--- src/rtl/logo_mover.sv ---
// logo_mover: per-frame motion controller for a sprite.
// On each enabled start-of-frame it runs VEL -> MOVE -> WALL -> PUBLISH and
// publishes a new integer top-left position four cycles after the pulse.
// Position/velocity are signed fixed-point with FRAC fractional bits.
// Ports:
//   clk, reset (sync, active-high)
//   startOfFrame - one-cycle frame pulse (ignored while busy)
//   enable       - 0 skips frames, outputs hold, requests stay pending
//   collision    - reverses vertical velocity at the next VEL
//   speed_up     - grows both velocity magnitudes by V_STEP (sat V_MAX)
//   topLeft_x/y  - published integer pixel position
//   bounce       - one-cycle pulse when a wall clamp happened this frame
//   busy         - FSM not in IDLE
module logo_mover #(
  parameter int SCREEN_W = 640,
  parameter int SCREEN_H = 480,
  parameter int OBJ_W    = 128,
  parameter int OBJ_H    = 64,
  parameter int FRAC     = 4,
  parameter int INIT_X   = 100,
  parameter int INIT_Y   = 100,
  parameter int INIT_VX  = 32,
  parameter int INIT_VY  = 16,
  parameter int V_STEP   = 8,
  parameter int V_MAX    = 128
) (
  input  logic        clk,
  input  logic        reset,
  input  logic        startOfFrame,
  input  logic        enable,
  input  logic        collision,
  input  logic        speed_up,
  output logic [31:0] topLeft_x,
  output logic [31:0] topLeft_y,
  output logic        bounce,
  output logic        busy
);

  typedef enum logic [2:0] {IDLE, VEL, MOVE, WALL, PUBLISH} state_e;

  localparam logic signed [31:0] XMAX   = 32'(SCREEN_W - OBJ_W) <<< FRAC;
  localparam logic signed [31:0] YMAX   = 32'(SCREEN_H - OBJ_H) <<< FRAC;
  localparam logic signed [31:0] RST_PX = 32'(INIT_X) <<< FRAC;
  localparam logic signed [31:0] RST_PY = 32'(INIT_Y) <<< FRAC;
  localparam logic signed [31:0] VSTEP  = 32'(V_STEP);
  localparam logic signed [31:0] VMAX   = 32'(V_MAX);

  state_e state_q, state_d;
  logic signed [31:0] pos_x_q, pos_x_d, pos_y_q, pos_y_d;
  logic signed [31:0] vel_x_q, vel_x_d, vel_y_q, vel_y_d;
  logic [31:0] tl_x_q, tl_x_d, tl_y_q, tl_y_d;
  logic col_pend_q, col_pend_d, spd_pend_q, spd_pend_d;
  logic col_late_q, col_late_d, spd_late_q, spd_late_d;
  logic hit_q, hit_d, bounce_q, bounce_d;
  logic signed [31:0] vy_neg;

  function automatic logic signed [31:0] abs32(input logic signed [31:0] v);
    return (v < 0) ? -v : v;
  endfunction

  // Magnitude + V_STEP saturating at V_MAX, sign kept, zero stays zero.
  function automatic logic signed [31:0] speed(input logic signed [31:0] v);
    logic signed [31:0] m;
    m = abs32(v);
    if (m == 0) return '0;
    m = m + VSTEP;
    if (m > VMAX) m = VMAX;
    return (v < 0) ? -m : m;
  endfunction

  always_comb begin
    state_d    = state_q;
    pos_x_d    = pos_x_q;
    pos_y_d    = pos_y_q;
    vel_x_d    = vel_x_q;
    vel_y_d    = vel_y_q;
    tl_x_d     = tl_x_q;
    tl_y_d     = tl_y_q;
    hit_d      = hit_q;
    bounce_d   = 1'b0;
    col_pend_d = col_pend_q | collision;
    spd_pend_d = spd_pend_q | speed_up;
    col_late_d = col_late_q;
    spd_late_d = spd_late_q;
    vy_neg     = col_pend_q ? -vel_y_q : vel_y_q;

    // Requests landing from VEL onward missed this frame's velocity update;
    // remember them separately so the PUBLISH clear does not drop them.
    if (state_q == VEL || state_q == MOVE || state_q == WALL) begin
      col_late_d = col_late_q | collision;
      spd_late_d = spd_late_q | speed_up;
    end

    case (state_q)
      IDLE: if (startOfFrame && enable) begin
        state_d = VEL;
        hit_d   = 1'b0;
      end
      VEL: begin
        vel_y_d = spd_pend_q ? speed(vy_neg) : vy_neg;
        vel_x_d = spd_pend_q ? speed(vel_x_q) : vel_x_q;
        state_d = MOVE;
      end
      MOVE: begin
        pos_x_d = pos_x_q + vel_x_q;
        pos_y_d = pos_y_q + vel_y_q;
        state_d = WALL;
      end
      WALL: begin
        if (pos_x_q < 0) begin
          pos_x_d = '0;   vel_x_d = abs32(vel_x_q);  hit_d = 1'b1;
        end else if (pos_x_q > XMAX) begin
          pos_x_d = XMAX; vel_x_d = -abs32(vel_x_q); hit_d = 1'b1;
        end
        if (pos_y_q < 0) begin
          pos_y_d = '0;   vel_y_d = abs32(vel_y_q);  hit_d = 1'b1;
        end else if (pos_y_q > YMAX) begin
          pos_y_d = YMAX; vel_y_d = -abs32(vel_y_q); hit_d = 1'b1;
        end
        state_d = PUBLISH;
      end
      PUBLISH: begin
        tl_x_d     = pos_x_q >>> FRAC;
        tl_y_d     = pos_y_q >>> FRAC;
        bounce_d   = hit_q;
        col_pend_d = collision | col_late_q;
        spd_pend_d = speed_up | spd_late_q;
        col_late_d = 1'b0;
        spd_late_d = 1'b0;
        state_d    = IDLE;
      end
      default: state_d = IDLE;
    endcase
  end

  always_ff @(posedge clk) begin
    if (reset) begin
      state_q    <= IDLE;
      pos_x_q    <= RST_PX;
      pos_y_q    <= RST_PY;
      vel_x_q    <= 32'(INIT_VX);
      vel_y_q    <= 32'(INIT_VY);
      tl_x_q     <= 32'(INIT_X);
      tl_y_q     <= 32'(INIT_Y);
      col_pend_q <= 1'b0;
      spd_pend_q <= 1'b0;
      col_late_q <= 1'b0;
      spd_late_q <= 1'b0;
      hit_q      <= 1'b0;
      bounce_q   <= 1'b0;
    end else begin
      state_q    <= state_d;
      pos_x_q    <= pos_x_d;
      pos_y_q    <= pos_y_d;
      vel_x_q    <= vel_x_d;
      vel_y_q    <= vel_y_d;
      tl_x_q     <= tl_x_d;
      tl_y_q     <= tl_y_d;
      col_pend_q <= col_pend_d;
      spd_pend_q <= spd_pend_d;
      col_late_q <= col_late_d;
      spd_late_q <= spd_late_d;
      hit_q      <= hit_d;
      bounce_q   <= bounce_d;
    end
  end

  assign topLeft_x = tl_x_q;
  assign topLeft_y = tl_y_q;
  assign bounce    = bounce_q;
  assign busy      = (state_q != IDLE);

endmodule

--- config.mk ---
export PLATFORM = sky130hd
export DESIGN_NAME = logo_mover
export DESIGN_NICKNAME = d
export VERILOG_FILES = /design/src/rtl/logo_mover.sv
export SDC_FILE = /design/constraint.sdc
export NUM_CORES = 1
export LEC_CHECK = 0
export ABC_CLOCK_PERIOD_IN_PS = 6100
export CORE_MARGIN = 5
export CORE_UTILIZATION = 57
export DETAILED_ROUTE_END_ITERATION = 7
export HOLD_SLACK_MARGIN = 0.08
export PLACE_DENSITY = 0.78
export SLEW_MARGIN = 20
export SYNTH_ARGS = -nofsm -noshare
export SYNTH_HDL_FRONTEND = slang
export SYNTH_SLANG_ARGS = --single-unit
--- constraint.sdc ---
create_clock -name clk -period 6.1 [get_ports clk]
set_input_delay 1.22 -clock clk [delete_from_list [all_inputs] [get_ports clk]]
set_output_delay 1.22 -clock clk [all_outputs]
set_load 0.02 [all_outputs]
==> results.py <==
metrics = {
    "status": {
        "status": "finished, final reports clean",
    },
    "placed_design": {
        "place.detailed.instances": 2904,
        "dpl-instance-area_um2": 19300,
        "dp.final_hpwl_um": 43500,
        "gp_routability_congestion": 0.985,
        "io_buffers": 71,
    },
    "clock_tree": {
        "cts.reportedPaths.clkPinSlew_ns": 0.08,
        "cts.sinks": 193,
        "insertion_delay_ns": 0.46,
        "tritoncts_clock_tree": "built",
        "cts_root_buffer": "clkbuf_16",
        "cts_hold_buf": 0,
        "cts-htree-levels": 4,
        "cts_buffer_depth": 2,
        "numCtsBuffers": 17,
    },
    "timing": {
        "setup_viol": 0,
        "tcrit_tclk_final": 0.965,
        "final.setup_skew_ns": 0.0147,
        "timing.slew.headroom": 0.246,
        "max_clock_freq_ghz": 0.170,
        "maxSlewViolCount": 0,
        "whs_ns": 0.455,
        "finalWorstPathRequiredPeriod_ns": 5.88,
        "finalHoldViolations": 0,
        "worst_slew_pin_slew_ns": 1.13,
    },
    "global_route": {
        "total_global_routing_overflow": 0,
        "first_global_vias": 17700,
        "pin_count_of_the_biggest_net_entering_global_routing": 92,
        "grt.total_usage": 0.320,
        "grt_pass1_wl_um": 94300,
        "grt_antenna_before_repair": 0,
    },
    "synth": {
        "ys_seq_elements": 193,
        "synth_edf_count": 0,
        "syn_nets": 2573,
        "synth_top_area_frac": 0.217,
        "number_of_warnings_reported_in_the_yosys_synthesis_log": 0,
        "synth.largest_area_cell": "dfxtp_1",
        "yosys-top-cells-count": "nand2_1 (305), nor2_1 (281), dfxtp_1 (193)",
        "synthCells": 2494,
        "seq_area_frac_synth": 0.217,
        "synth_area_per_cell_um2": 7.14,
        "netlist_top_cells_area": "dfxtp_1 (22%), xnor2_1 (7.2%), nand2_1 (6.4%)",
        "top_flip_flop_cell_by_instance_count_after_synthesis": "dfxtp_1",
        "async_reset_ff_frac": 0,
        "netlist-cell-type-count": 101,
        "yosys.cell_count.top_type": "nand2_1",
        "synthesis.area_um2": 17800,
    },
    "drt": {
        "antenna_violating_nets_post_route": 0,
        "route.vias.total": 19500,
        "drt-pass1-iter-count": 6,
        "detail_route.wl_per_cell_um": 20.1,
        "initialDrtViolationCount": 2616,
        "drc_errors": 0,
        "viasPerCell": 6.62,
        "routed_wl_um": 59000,
    },
    "worst_hold_path": {
        "holdCritStartpoint": "topLeft_y[18]",
        "hold_path_class": "register to register",
        "timing.hold.worst_endpoint": "topLeft_y[18]",
        "cell_count_of_the_worst_hold_path": 2,
    },
    "setup_path": {
        "required_time_at_the_worst_slack_endpoint_ns": 6.49,
        "cp-end-kind": "register",
        "worst_ep_arrival_time_ns": 6.27,
        "biggest_cell_delay_along_the_critical_path_ns": 0.55,
        "r2r-end": "vel_y_q[24]",
        "reg2reg_setup_slack_ns": 0.22,
        "timing.reg2reg.worst_path_depth": 26,
        "worst-path-max-fanout": 12,
        "cp_slowest_cell": "or4_4",
        "rr_startpoint": "vel_y_q[0]",
        "criticalPathCategory": "register to register",
        "startpoint_type": "register",
    },
    "layout": {
        "num-nets-final": 2609,
        "flow.area_growth_from_synthesis_pct": 13.4,
        "final_layout_size_suffix_gt1_frac": 0.109,
        "fillCellCount": 2692,
        "antenna_cells_inserted": 0,
        "multi_input_area_um2": 13400,
        "register_area_um2": 3860,
        "final_instance_area_um2": 20200,
        "fin_cells": 2939,
    },
    "die": {
        "die_height_um": 187,
        "design.portCount": 72,
        "start_util": 0.579,
        "floorplan.core_area_um2": 30700,
        "die_area_um2": 34900,
        "floorplan.die.width_um": 187,
        "placementRows": 64,
    },
    "power_and_ir_drop": {
        "finalPower_w": 0.00440,
        "static-leakage-power_nw": 7.46,
        "peakVddDrop_mv": 0.179,
        "power_per_cell_area_nw_per_um2": 218,
    },
    "flow_run": {
        "maxCapViolations": 0,
    },
}
==> sequential cells by signal, summed over array words and instances (netlist names), 3 cells and up <==
register and flops:
vel_y_q 32, pos_y_q 32, topLeft_y 28, pos_x_q 32, vel_x_q 32, topLeft_x 28, state_q 3
==> kinds of logic after synthesis <==
family / Yosys count / share of synthesized area
xor gates and xnor gates: 242 / 0.121
buffers and inverters: 219 / 0.0512
AOI/OAI and AO/OA: 723 / 0.270
and+or+nand+nor: 1034 / 0.282
DFF: 193 / 0.217
muxes: 10 / 0.00598
adders and majority gates: 73 / 0.0522
==> routing by layer <==
| layer | track usage | routed length, um |
|---|---|---|
| met3 | 0.0534 | 6010 |
| met5 | 0 | 0 |
| met1 | 0.466 | 26100 |
| met4 | 0.103 | 1730 |
| met2 | 0.484 | 25200 |
==> worst max-delay path by stage <==
stage,startpoint,to
after floorplan,vel_y_q[9],vel_y_q[18]
after global placement,vel_y_q[0],vel_y_q[20]
after detailed placement,vel_y_q[0],vel_y_q[24]
after CTS,vel_y_q[0],vel_y_q[24]
after global routing,vel_y_q[0],vel_y_q[24]
final,vel_y_q[0],vel_y_q[24]
==> layout by cell type, fill, tap and decap left out, types with 31 or more instances in the layout <==
cell / synthesis / routed
nand4_1: 32 / 32
inv_1: 44 / 44
nor3_1: 84 / 83
a22oi_1: 40 / 40
o21ai_0: 134 / 134
nand2_1: 305 / 300
clkdlybuf4s50_1: 0 / 70
xor2_1: 91 / 89
a21oi_1: 190 / 184
a31oi_1: 55 / 53
xnor2_1: 146 / 143
ha_1: 71 / 68
buf_4: 10 / 117
nor2_1: 281 / 276
nor2b_1: 31 / 31
nand3_1: 74 / 69
dfxtp_1: 193 / 192
nor4_1: 39 / 35
a211oi_1: 41 / 40
==> per-stage QoR <==
| stage | setup slack [ns] | TNS (ns) | utilization |
|---|---|---|---|
| after global routing | -0.0270 | -0.0415 | 0.656 |
| after floorplan | -0.0907 | -0.871 | - |
| after detailed placement | 0.00262 | 0 | 0.628 |
| after global placement | 0.0619 | 0 | 0.628 |
| final | 0.216 | 0 | 0.656 |
| after CTS | 0.0450 | 0 | 0.648 |
==> layout make-up <==
cell class,count,share of cell area
sequential,193,0.192
clock buffer,19,0.0224
inverter,45,0.00837
multi-input combinational,2082,0.664
timing repair buffer,191,0.0809
tap,396,0.0246
clock inverter,13,0.00843
==> worst max-delay path, delay by kind of cell, from the launching register on <==
| kind | cells | cell delay, ns |
|---|---|---|
| mux | 2 | 0.33 |
| buf+inv | 1 | 0.15 |
| compound gates | 7 | 1.38 |
| simple gates | 14 | 3.19 |
| fa+ha+maj | 2 | 0.44 |
| flops | 1 | 0.32 |
==> power by group <==
group,leakage (nW),switching [W],internal (W)
logic,5.59,0.00114,0.000668
registers,1.56,0.0000773,0.00131
clock network,0.302,0.000559,0.000643
==> what timing repair did <==
item,4_1_cts,5_1_grt
pin swaps,0,10
resized for setup,1,38
setup endpoints to repair,11,36
setup buffers,0,3
No activity file was read; power rests on OpenSTA's default activity.
